`config.mk`:
```
export PLATFORM = sky130hd
export DESIGN_NAME = hazard_scoreboard
export DESIGN_NICKNAME = d
export VERILOG_FILES = /design/src/rtl/hazard_scoreboard.sv
export SDC_FILE = /design/constraint.sdc
export NUM_CORES = 1
export LEC_CHECK = 0
export BUFFER_PORTS_ARGS = -buffer_cell sky130_fd_sc_hd__clkbuf_2
export CORE_UTILIZATION = 35
export CTS_CLUSTER_DIAMETER = 150
export DETAILED_ROUTE_END_ITERATION = 8
export PLACE_DENSITY = 0.76
export SLEW_MARGIN = 20
export SYNTH_ARGS = -nofsm -noshare
export SYNTH_HDL_FRONTEND = slang
export SYNTH_SLANG_ARGS = --single-unit
```
`constraint.sdc`:
```
create_clock -name clk -period 2.51 [get_ports clk]
set_clock_uncertainty 0.2 [all_clocks]
set_input_delay 0.251 -clock clk [delete_from_list [all_inputs] [get_ports clk]]
set_output_delay 0.251 -clock clk [all_outputs]
set_load 0.03 [all_outputs]
```
`src/rtl/hazard_scoreboard.sv`:
```
// Forwarding-select, Decode-stall and MDU busy-timer controller for NS producer stages.
// Define STALL_PERF_EN to build the saturating stall performance counter on stall_cnt.
module hazard_scoreboard #(
   parameter int NS       = 3,
   parameter int AW       = 5,
   parameter int TW       = 2,
   parameter int MULT_LAT = 5,
   parameter int DIV_LAT  = 10,
   parameter int SEL_W    = 2
) (
   input  logic             clk,
   input  logic             reset_n,
   input  logic [AW-1:0]    d_ra1,
   input  logic [AW-1:0]    d_ra2,
   input  logic [TW-1:0]    tuse1,
   input  logic [TW-1:0]    tuse2,
   input  logic             d_mdu_class,
   input  logic [NS*AW-1:0] stg_waddr,
   input  logic [NS-1:0]    stg_we,
   input  logic [NS*TW-1:0] stg_tnew,
   input  logic             mdu_start,
   input  logic             mdu_is_div,
   input  logic             int_exc_req,
   output logic [SEL_W-1:0] fwd_sel1,
   output logic [SEL_W-1:0] fwd_sel2,
   output logic             stall,
   output logic             mdu_busy,
   output logic [31:0]      stall_cnt
);

   localparam int CW = $clog2(DIV_LAT + 1);

   typedef struct packed {
      logic             hit;
      logic [SEL_W-1:0] sel;
      logic [TW-1:0]    tnew;
   } lookup_t;

   // Scan oldest to youngest so the youngest matching producer is the one kept.
   function automatic lookup_t lookup(input logic [AW-1:0]    ra,
                                      input logic [NS-1:0]    we,
                                      input logic [NS*AW-1:0] waddr,
                                      input logic [NS*TW-1:0] tnew);
      lookup_t r;
      r = '0;
      for (int i = NS - 1; i >= 0; i--) begin
         if (we[i] && (waddr[i*AW +: AW] == ra)) begin
            r.hit  = 1'b1;
            r.sel  = SEL_W'(i + 1);
            r.tnew = tnew[i*TW +: TW];
         end
      end
      return r;
   endfunction

   lookup_t         w_lk1, w_lk2;
   logic            w_haz1, w_haz2;
   logic            w_mdu_load;
   logic            w_struct_haz;
   logic [CW-1:0]   r_mdu_cnt;

   always_comb begin
      w_lk1  = lookup(d_ra1, stg_we, stg_waddr, stg_tnew);
      w_lk2  = lookup(d_ra2, stg_we, stg_waddr, stg_tnew);
      fwd_sel1 = ((d_ra1 != '0) && w_lk1.hit && (w_lk1.tnew == '0)) ? w_lk1.sel : '0;
      fwd_sel2 = ((d_ra2 != '0) && w_lk2.hit && (w_lk2.tnew == '0)) ? w_lk2.sel : '0;
      // A miss leaves tnew at 0, which can never exceed tuse.
      w_haz1 = (d_ra1 != '0) && (w_lk1.tnew > tuse1);
      w_haz2 = (d_ra2 != '0) && (w_lk2.tnew > tuse2);
   end

   assign w_mdu_load   = mdu_start && !int_exc_req;
   assign mdu_busy     = (r_mdu_cnt != '0);
   assign w_struct_haz = d_mdu_class && (mdu_busy || w_mdu_load);
   assign stall        = (w_haz1 || w_haz2 || w_struct_haz) && !int_exc_req;

   // A start while busy simply reloads; an in-flight op keeps counting through exceptions.
   always_ff @(posedge clk or negedge reset_n) begin
      if (!reset_n)
         r_mdu_cnt <= '0;
      else if (w_mdu_load)
         r_mdu_cnt <= mdu_is_div ? CW'(DIV_LAT) : CW'(MULT_LAT);
      else if (r_mdu_cnt != '0)
         r_mdu_cnt <= r_mdu_cnt - CW'(1);
   end

`ifdef STALL_PERF_EN
   logic [31:0] r_stall_cnt;

   always_ff @(posedge clk or negedge reset_n) begin
      if (!reset_n)
         r_stall_cnt <= '0;
      else if (stall && (r_stall_cnt != 32'hFFFF_FFFF))
         r_stall_cnt <= r_stall_cnt + 32'd1;
   end

   assign stall_cnt = r_stall_cnt;
`else
   assign stall_cnt = 32'h0;
`endif

endmodule

```
==> impl_results.md, run 1 <==
- Status: finished, violations left
- Failing checks: setup timing
- Initial antenna violation count: 0
- Port bufs: a little under 50
- Final hold violations: 0
- Slowest stage delay, CP: about 0.33 ns
- GRT Total Usage: around 16%
- Final setup vio count: 1
- Switch share: between 40% and 50%
- Lkg Pwr: roughly 0.81 nW
- Avg Inst Size Synth: between 7 and 8 sq um
- Drt pass-1 iters: 4
- CTS clk-pin slew, worst paths: 0.04 ns
- Hold Startpoint: mdu_is_div
- Hold depth: 2
- Placed cell count: between 200 and 300
- ANT cells: 0
- GPL Wtd Cong: roughly 0.8
- Top FF cell, synth: dfrtp_1
- Layout cells sized above 1: roughly two fifths
- Slowest-stage cell, CP: a211o_1
- Die span in y: 60.3 um
- Data arrival, critical path: about 2.4 ns
- Antenna viol nets, final: 0
- Register area share after synthesis: under 10%
- Clk sinks: 4
- Nature of the critical path startpoint: input port
- Clk buf depth: 2
- TritonCTS clock tree: done
- Largest net degree at the start of global routing: 9
- GRT overflow: 0
- CP endpoint kind: output pin
- Post-layout nets: around 280
- Met3 routed WL: 166 um
- R2R depth: 5
- Top reg by flops: r_mdu_cnt
- FMAX: 0.356 GHz
- Post-synth top cells: buf_4, xnor2_1, xor2_1
- Via count: around 1.2k
- Required @ worst endpoint: 2.06 ns
- Yosys cell types: 35
- Max-Cap Viols: 0
- Most common cell in the netlist: buf_4
- Core Rows: 20
- Final worst setup slack: -0.296 ns
- DR WL met2: roughly 1500 um
- CTS H-tree depth: 1
- Worst reg2reg startpoint: r_mdu_cnt[0]$_DFFE_PN0N_
- Max IR drop VDD: 0.132 mV
- Crit path kind: input port to output pin
- Final worst-path cycle share: 112%
- Post-route DRC: 0
- DP HPWL: about 2500 um
- Path category of the worst min-delay check: input port to register
- Layout area overhead: 38.1%
- Initial DRC Count: 18
- Flop pwr share: between 10% and 20%
- Area of the die: roughly 3600 sq um
- Fin cells: 275
- Pwr dens: a little under 400 nW/um^2
- Dpl ws: -0.398 ns
- Top layer used by detailed routing: met4
- Routed WL: 2790 um
- FFs w/ async S/R, synth: 100%
- Crit-path cells: buf_2 -> xor2_1 -> nor4_2 -> buf_4 -> and3_4 -> a311oi_2 -> or2_1 -> ha_1 -> a211o_1 -> a31oi_4 -> buf_8
- Biggest regs: r_mdu_cnt x4
- First-pass GRT wire length: ~4300 um
- Internal power: roughly 0.33 mW
- Largest cells by area after synthesis: buf_4, xnor2_1, xor2_1, dfrtp_1, ha_1
- WL per Instance: between 10 and 15 um
- Initial Utilization: about two fifths
- Synth Register Bits: 4
- Clock share of power: around 12%
- CTS Buf Count: 3
- Critical path launch point: d_ra2[1]
- Final instance area: between 1500 and 2000 sq um
- Min Tclk post-route: 2.81 ns
- Die Width: roughly 60 um
- Core area: between 3000 and 4000 sq um
- Vias in the first global route: 1121
- Placed Instance Area: 1530 sq um
- CTS root buffer: clkbuf_4
- Ys Warns: 0
- RSZ-0062 raised after global routing: yes
- NetSw: about 0.3 mW
- Top cell type's share of synthesized area: approximately 20%
- Max-slew violations: 0
- Gate Count Post-Synth: 158
- Total power: approximately 0.64 mW
- Largest register FFs: 4
- Post-Route M1 WL: 1080 um
- Combinational share of power: 68.7%
- Synth Cell Area: between 1000 and 1500 sq um
- Clock latency on the worst-skew pair: around 0.23 ns
- Setup TNS: -0.296 ns
- Via/cell ratio: around 4.4
- Synth area leader: buf_4
- Number of synthesized flops with an enable pin: 0
- Num ports: slightly above 80
- CP Max Fanout: 3
## power by group through the flow
stage | combinational, mW | sequential [mW] | clock, mW
final | 0.437 | 0.121 | 0.0780
after floorplan | 0.333 | 0.117 | 0
after global placement | 0.410 | 0.121 | 0
after global routing | 0.487 | 0.126 | 0.0801
after CTS | 0.429 | 0.121 | 0.0803
after detailed placement | 0.418 | 0.121 | 0
## routing by layer
layer / global-route usage (%) / up-vias
met1: 16.4 / 531
met3: 1.95 / 4
li1: - / 623
met4: 5.65 / 0
met2: 30.6 / 59
met5: 0 / -
## kinds of logic (layout without fill, tap and decap cells)
| group | after synthesis | count (layout) | share of synthesized area (%) |
|---|---|---|---|
| buffers and inverters | 39 | 81 | 23.7 |
| adders and majority gates | 6 | 6 | 6.31 |
| other | 1 | 32 | 0.315 |
| AOI/OAI and AO/OA | 23 | 23 | 14.2 |
| xor gates and xnor gates | 33 | 33 | 24.3 |
| and+or+nand+nor | 52 | 52 | 22.8 |
| DFF | 4 | 4 | 8.41 |
## final timing paths
kind                       slack [ns]                  endpoint
min                              0.04  r_mdu_cnt[0]$_DFFE_PN0N_
min in group asynchronous        0.15  r_mdu_cnt[1]$_DFFE_PN0N_
max                             -0.30                     stall
max in group asynchronous        1.84  r_mdu_cnt[2]$_DFFE_PN0N_
max reg2reg                      1.09  r_mdu_cnt[1]$_DFFE_PN0N_
min reg2reg                      0.39  r_mdu_cnt[3]$_DFFE_PN0N_
## metrics by stage
step	hold slack (ns)	util, %
floorplan	-0.245	-
global placement	-0.144	48.8
detailed placement	-0.141	48.8
CTS	0.0401	50.8
global route	0.0514	52.5
finish	0.0439	52.5
## worst max-delay path, delay by kind of cell
kind	cells	cell delay, ns
AOI/OAI and AO/OA	3	0.53
xor gates and xnor gates	1	0.15
adders and majority gates	1	0.27
buffers and inverters	3	0.43
and+or+nand+nor	3	0.72
## placed cells by master, fill, tap and decap left out, types with 2 or more instances in the layout
cell	instances
conb_1	32
xor2_1	12
o22ai_1	3
nor2_1	10
o221a_2	2
clkbuf_4	5
clkbuf_2	40
nand2_1	12
nand3b_1	2
buf_2	2
dfrtp_1	4
nand3_1	6
buf_4	24
a211o_1	2
a311oi_2	2
and3_1	2
or2_1	2
nor4_2	3
o21ai_0	5
xnor2_1	20
a21oi_1	4
and2_1	2
ha_1	6
inv_1	6
nor3_1	4
## timing repair
action                                 in CTS  in global routing
buffers inserted                            0                  1
gates resized for setup                     6                 18
hold buffers                                1                  0
endpoints found under the hold margin       4                  0
setup endpoints to repair                   2                  5
pin swaps                                   5                 14
## area by class of cell
class / count / area, sq um
clock buffers: 3 / 22.5
fillers: 327 / 1490
inverters: 6 / 22.5
multi-input cells: 146 / 987
flip-flops and latches: 4 / 100
well taps: 44 / 55.1
repair buffers: 72 / 455
Note: power is estimated with default switching activity, not from simulation.
==> run 2: changes to the inputs <==
Settings changed: CORE_UTILIZATION 35 to 42, PLACE_DENSITY 0.76 to 0.87.
==> impl_results.md, run 2 (same netlist as run 1, synthesis figures left out) <==
- Clk sinks: 4 (unchanged)
- Die Width: 55.2 um (-8.4%)
- Top reg by flops: r_mdu_cnt
- Initial DRC Count: 41 (+23)
- CP endpoint kind: output pin
- Largest net degree at the start of global routing: 9 (unchanged)
- DP HPWL: 2520 um (+1.8%)
- Worst reg2reg startpoint: r_mdu_cnt[0]$_DFFE_PN0N_
- Switch share: 48.9% (+0.91 points)
- CTS root buffer: clkbuf_4
- Post-route DRC: 0 (unchanged)
- GRT overflow: 0 (unchanged)
- Placed Instance Area: 1510 sq um (-1.1%)
- Filler cell count: 221 (-32%)
- Num ports: 82 (unchanged)
- Global routing met1 resource utilization: 19.1% (+2.7 points)
- Layout area overhead: 37.5%
- TritonCTS clock tree: done
- Setup Buffers After CTS: 0 (unchanged)
- FMAX: 0.353 GHz (-0.91%)
- Max-Cap Viols: 0 (unchanged)
- Biggest regs: r_mdu_cnt x4
- Most frequent cells in the layout: clkbuf_2, conb_1, buf_4
- Pwr dens: 398 nW/um^2 (+2.8%)
- RSZ-0062 raised after global routing: yes
- Via/cell ratio: 4.77 (+7.9%)
- Data arrival, critical path: 2.38 ns (+0.03 ns)
- Largest register FFs: 4 (unchanged)
- Crit path kind: input port to output pin
- Drt pass-1 iters: 4 (unchanged)
- CTS Buf Count: 3 (unchanged)
- Die span in y: 55.2 um (-8.4%)
- Vias in the first global route: 1140 (+1.7%)
- Core Rows: 18 (-10%)
- Nature of the critical path startpoint: input port
- Final worst-path cycle share: 113% (+1.0 points)
- Grt peak-use layer: met2
- GPL Wtd Cong: 0.888 (+11%)
- Lkg Pwr: 0.815 nW (+0.28%)
- Grt met3 use: 3.04% (+1.1 points)
- Post-layout nets: 282 (-0.35%)
- Final hold violations: 0 (unchanged)
- Critical path launch point: d_ra2[2]
- Clock latency on the worst-skew pair: 0.24 ns (about the same)
- Area of the die: 3050 sq um (-16%)
- Failing checks: setup timing
- NetSw: 0.318 mW (+4.3%)
- Initial antenna violation count: 0 (unchanged)
- WL per Instance: 11.4 um (+12%)
- CTS H-tree depth: 1 (unchanged)
- R2R depth: 5 (unchanged)
- Clock share of power: 12.7% (+0.4 points)
- Final setup vio count: 1 (unchanged)
- Port bufs: 49 (unchanged)
- Status: finished, violations left
- Final worst setup slack: -0.322 ns (-0.0258 ns)
- Internal power: 0.333 mW (+0.60%)
- Hold Startpoint: mdu_is_div
- Combinational share of power: 68.4% (-0.3 points)
- ANT cells: 0 (unchanged)
- Initial Utilization: 46.3% (+8.3 points)
- Final instance area: 1640 sq um (-0.38%)
- GRT Total Usage: 18.5% (+3.0 points)
- Clk buf depth: 2 (unchanged)
- Commonest non-fill, non-tap cell in the layout: clkbuf_2
- CP endpoint: stall
- Antenna viol nets, final: 0 (unchanged)
- Min Tclk post-route: 2.83 ns (+0.0258 ns)
- Utilization after layout: 63.7% (+11 points)
- Routed WL: 2950 um (+5.8%)
- First-pass GRT wire length: 4570 um (+5.2%)
- Flop2flop setup slack: 1.05 ns (-0.04 ns)
- Path category of the worst min-delay check: input port to register
- CTS clk-pin slew, worst paths: 0.04 ns (about the same)
- Via count: 1241 (+2.0%)
- FF-to-FF End: r_mdu_cnt[3]$_DFFE_PN0N_
- Flop pwr share: 19.0% (about the same)
- CP Max Fanout: 4 (+1)
- Required @ worst endpoint: 2.06 ns (about the same)
- Max-slew violations: 0 (unchanged)
- Core area: 2570 sq um (-18%)
- Max IR drop VDD: 0.492 mV (+270%)
- Routing usage on met2: 35.8% (+5.2 points)
- Layout cells sized above 1: 40.4% (+1.5 points)
[run 2: worst min path at each step]
stage,slack [ns],cells after the start,to
after floorplan,-0.24,0,r_mdu_cnt[0]$_DFFE_PN0N_
after CTS,0.04,2,r_mdu_cnt[2]$_DFFE_PN0N_
final,0.04,2,r_mdu_cnt[2]$_DFFE_PN0N_
after detailed placement,-0.14,1,r_mdu_cnt[1]$_DFFE_PN0N_
after global routing,0.07,2,r_mdu_cnt[2]$_DFFE_PN0N_
after global placement,-0.14,1,r_mdu_cnt[3]$_DFFE_PN0N_
[run 2: per-layer routing]
layer  part of all wire [%]  vias to the layer above
met5                      0                        -
met4                    1.7                        0
met3                    5.4                        6
met2                     55                       58
met1                     38                      549
li1                       -                      628
[run 2: worst max-delay path: stages]
cell and delay, ns:
clkbuf_2 0.15, xor2_1 0.21, nor4_2 0.08, buf_4 0.13, and3_4 0.18, a311oi_2 0.28
nor2_1 0.10, ha_1 0.31, a21oi_2 0.06, a211o_1 0.30, a31oi_4 0.20, buf_8 0.14
[run 2: area by class of cell]
type	instances	area, sq um	share of cell area [%]
inverter	6	22.5	1.38
tap	30	37.5	2.29
clock buffer	3	22.5	1.38
timing repair buffer	71	447	27.3
multi-input combinational	146	1010	61.5
sequential	4	100	6.12
[run 2: metrics by stage]
step	hold slack (ns)	setup WS [ns]	TNS [ns]	cells	power, mW
6_report	0.0394	-0.322	-0.322	260	0.651
5_1_grt	0.0685	-0.450	-0.457	260	0.713
4_1_cts	0.0371	-0.312	-0.312	260	0.635
3_5_place_dp	-0.137	-0.410	-0.410	256	0.541
3_3_place_gp	-0.143	-0.399	-0.399	256	0.526
2_1_floorplan	-0.245	0.00433	0	189	0.451
[run 2: power groups by stage]
stage	Clock, mW	Sequential (mW)	Combinational [mW]
global route	0.0900	0.129	0.495
CTS	0.0849	0.124	0.427
floorplan	0	0.117	0.333
global placement	0	0.121	0.405
finish	0.0825	0.123	0.445
detailed placement	0	0.124	0.417
[run 2: what timing repair did]
| action | in CTS | in global routing |
|---|---|---|
| endpoints found under the setup margin | 1 | 4 |
| gates resized for setup | 3 | 27 |
| endpoints found under the hold margin | 4 | 0 |
| pin swaps | 1 | 11 |
| hold buffers | 1 | 0 |
==> run 3: changes to the inputs <==
Settings changed: CORE_UTILIZATION 42 to 45, PLACE_DENSITY 0.87 to 0.92.
Clock period 2.51 ns to 3.3 ns, I/O delays scaled along.
==> impl_results.md, run 3 (same netlist as run 1, synthesis figures left out) <==
- Crit path kind: input port to output pin
- Port bufs: 49 (unchanged)
- Clock latency on the worst-skew pair: 0.24 ns (about the same)
- Routed WL: 2490 um (-16%)
- Final setup vio count: 0 (-1)
- Slowest-stage cell, CP: nor4_1
- Max-Cap Viols: 0 (unchanged)
- Nature of the critical path startpoint: input port
- First-pass GRT wire length: 4130 um (-9.7%)
- TritonCTS clock tree: done
- GRT Total Usage: 19.9% (+1.4 points)
- WL per Instance: 10.4 um (-8.3%)
- Initial antenna violation count: 0 (unchanged)
- Max IR drop VDD: 0.333 mV (-32%)
- Initial DRC Count: 19 (-54%)
- Num ports: 82 (unchanged)
- Core Rows: 18 (unchanged)
- Multi-input logic area: 925 sq um (-8.2%)
- CP Max Fanout: 4 (unchanged)
- Placed cell count: 235 (-8.2%)
- ANT cells: 0 (unchanged)
- Via/cell ratio: 4.75 (-0.42%)
- Final worst-path cycle share: between 90% and 100%
- Post-layout nets: 261 (-7.4%)
- Final instance area: 1360 sq um (-17%)
- Clk buf depth: 2 (unchanged)
- CTS H-tree depth: 1 (unchanged)
- Crit-path cells: clkbuf_2 -> xor2_1 -> nor4_1 -> and3_4 -> a311oi_1 -> or2_1 -> ha_1 -> a211o_1 -> a31oi_1 -> clkbuf_2
- Crit path buf inv count: 2 (-1)
- Flop pwr share: 20.7% (+1.7 points)
- Combinational share of power: 65.7% (-2.7 points)
- RSZ-0062 raised after global routing: no
- Most frequent CP cell: clkbuf_2
- GRT overflow: 0 (unchanged)
- NetSw: 0.224 mW (-30%)
- Post-route DRC: 0 (unchanged)
- DP HPWL: 2280 um (-9.5%)
- # resized after CTS: 0 (-3)
- Min Tclk post-route: around 3.0 ns
- Total power: 0.452 mW (-31%)
- Placed Instance Area: 1330 sq um (-12%)
- Area of the die: 2850 sq um (-6.4%)
- Filler cell count: 256 (+16%)
- Initial Utilization: 48.0% (+1.7 points)
- Status: finished, final reports clean
- Max-slew violations: 0 (unchanged)
- Most frequent cells in the layout: clkbuf_2, conb_1, xnor2_1
- Die span in y: 53.4 um (-3.3%)
- Largest net degree at the start of global routing: 9 (unchanged)
- CTS Buf Count: 3 (unchanged)
- GPL Wtd Cong: 0.844 (-5.0%)
- Clk sinks: 4 (unchanged)
- Pwr dens: 332 nW/um^2 (-17%)
- Biggest regs: r_mdu_cnt x4
- Clock share of power: 13.6% (+0.9 points)
- Path category of the worst min-delay check: input port to register
- FMAX: about 0.33 GHz
- Delay-heaviest family, CP: simple AND/OR/NAND/NOR gates
- Required @ worst endpoint: 2.77 ns (+0.71 ns)
- Drt pass-1 iters: 4 (unchanged)
- Layout cells sized above 1: 28.2% (-12 points)
- CTS clk-pin slew, worst paths: 0.04 ns (about the same)
- Utilization after layout: 55.0% (-8.7 points)
- Die Width: 53.4 um (-3.3%)
- Data arrival, critical path: 2.52 ns (+0.14 ns)
- Setup TNS: 0 ns (+0.322 ns)
- Slowest stage delay, CP: 0.42 ns (+0.11 ns)
- Final hold violations: 0 (unchanged)
- Switch share: 49.6% (+0.72 points)
- CP endpoint kind: output pin
- Fin cells: 239 (-8.1%)
- Commonest non-fill, non-tap cell in the layout: clkbuf_2
- CTS root buffer: clkbuf_4
- FF+latch area: 100 sq um (unchanged)
- Core area: 2480 sq um (-3.5%)
- Internal power: 0.228 mW (-32%)
- Lkg Pwr: 0.688 nW (-16%)
- Antenna viol nets, final: 0 (unchanged)
- Via count: 1136 (-8.5%)
- Vias in the first global route: 1021 (-10%)
- Top reg by flops: r_mdu_cnt
- Largest register FFs: 4 (unchanged)
- Layout area overhead: 14.5%
run 3: cell types whose count changed in the layout (fill, tap and decap cells not counted), sizes merged:
cell and change:
clkbuf +6, buf -27
run 3: worst register-to-register path: cells and delay by family, from the launching register on:
family | cells | cell delay (ns)
adder cells (fa/ha/maj) | 1 | 0.16
AND/OR/NAND/NOR | 1 | 0.13
buffers and inverters | 1 | 0.12
AO/OA/AOI/OAI | 2 | 0.29
flip-flops | 1 | 0.37
run 3: per-layer routing:
layer	track usage, %	vias up	part of all wire, %
met1	20.3	492	38
met4	11.4	0	2.1
li1	-	584	-
met5	0	-	0
met3	2.59	6	5.2
met2	37.9	54	55
run 3: area by class of cell:
class                      instances  share of cell area, %
multi-input combinational        146                   67.9
timing repair buffer              50                   18.7
sequential                         4                   7.35
tap                               30                   2.75
clock buffer                       3                   1.65
inverter                           6                   1.65
run 3: worst paths after layout:
path,start,endpoint,slack (ns),depth (start not counted)
max,d_ra2[4],stall,0.25,10
min,mdu_is_div,r_mdu_cnt[0]$_DFFE_PN0N_,0.14,2
max reg2reg,r_mdu_cnt[0]$_DFFE_PN0N_,r_mdu_cnt[1]$_DFFE_PN0N_,1.92,5
min reg2reg,r_mdu_cnt[3]$_DFFE_PN0N_,r_mdu_cnt[3]$_DFFE_PN0N_,0.43,2
max in group asynchronous,reset_n,r_mdu_cnt[2]$_DFFE_PN0N_,2.55,2
min in group asynchronous,reset_n,r_mdu_cnt[1]$_DFFE_PN0N_,0.23,2
run 3: repair_timing:
item	in CTS	in global routing
setup buffers	0	0
endpoints found under the hold margin	4	0
hold buffers	1	0
run 3: stage by stage:
stage          setup slack (ns)  hold slack (ns)
2_1_floorplan             0.425           -0.166
3_3_place_gp              0.315          -0.0648
3_5_place_dp              0.279          -0.0585
4_1_cts                   0.272            0.133
5_1_grt                   0.119            0.158
6_report                  0.254            0.139
run 3: power by group through the flow:
stage                     Sequential (mW)  Clock [mW]  Combinational [mW]
after detailed placement           0.0944           0               0.296
after global placement             0.0920           0               0.287
final                              0.0935      0.0615               0.297
after CTS                          0.0939      0.0633               0.298
after global routing               0.0978      0.0664               0.350
after floorplan                    0.0892           0               0.249
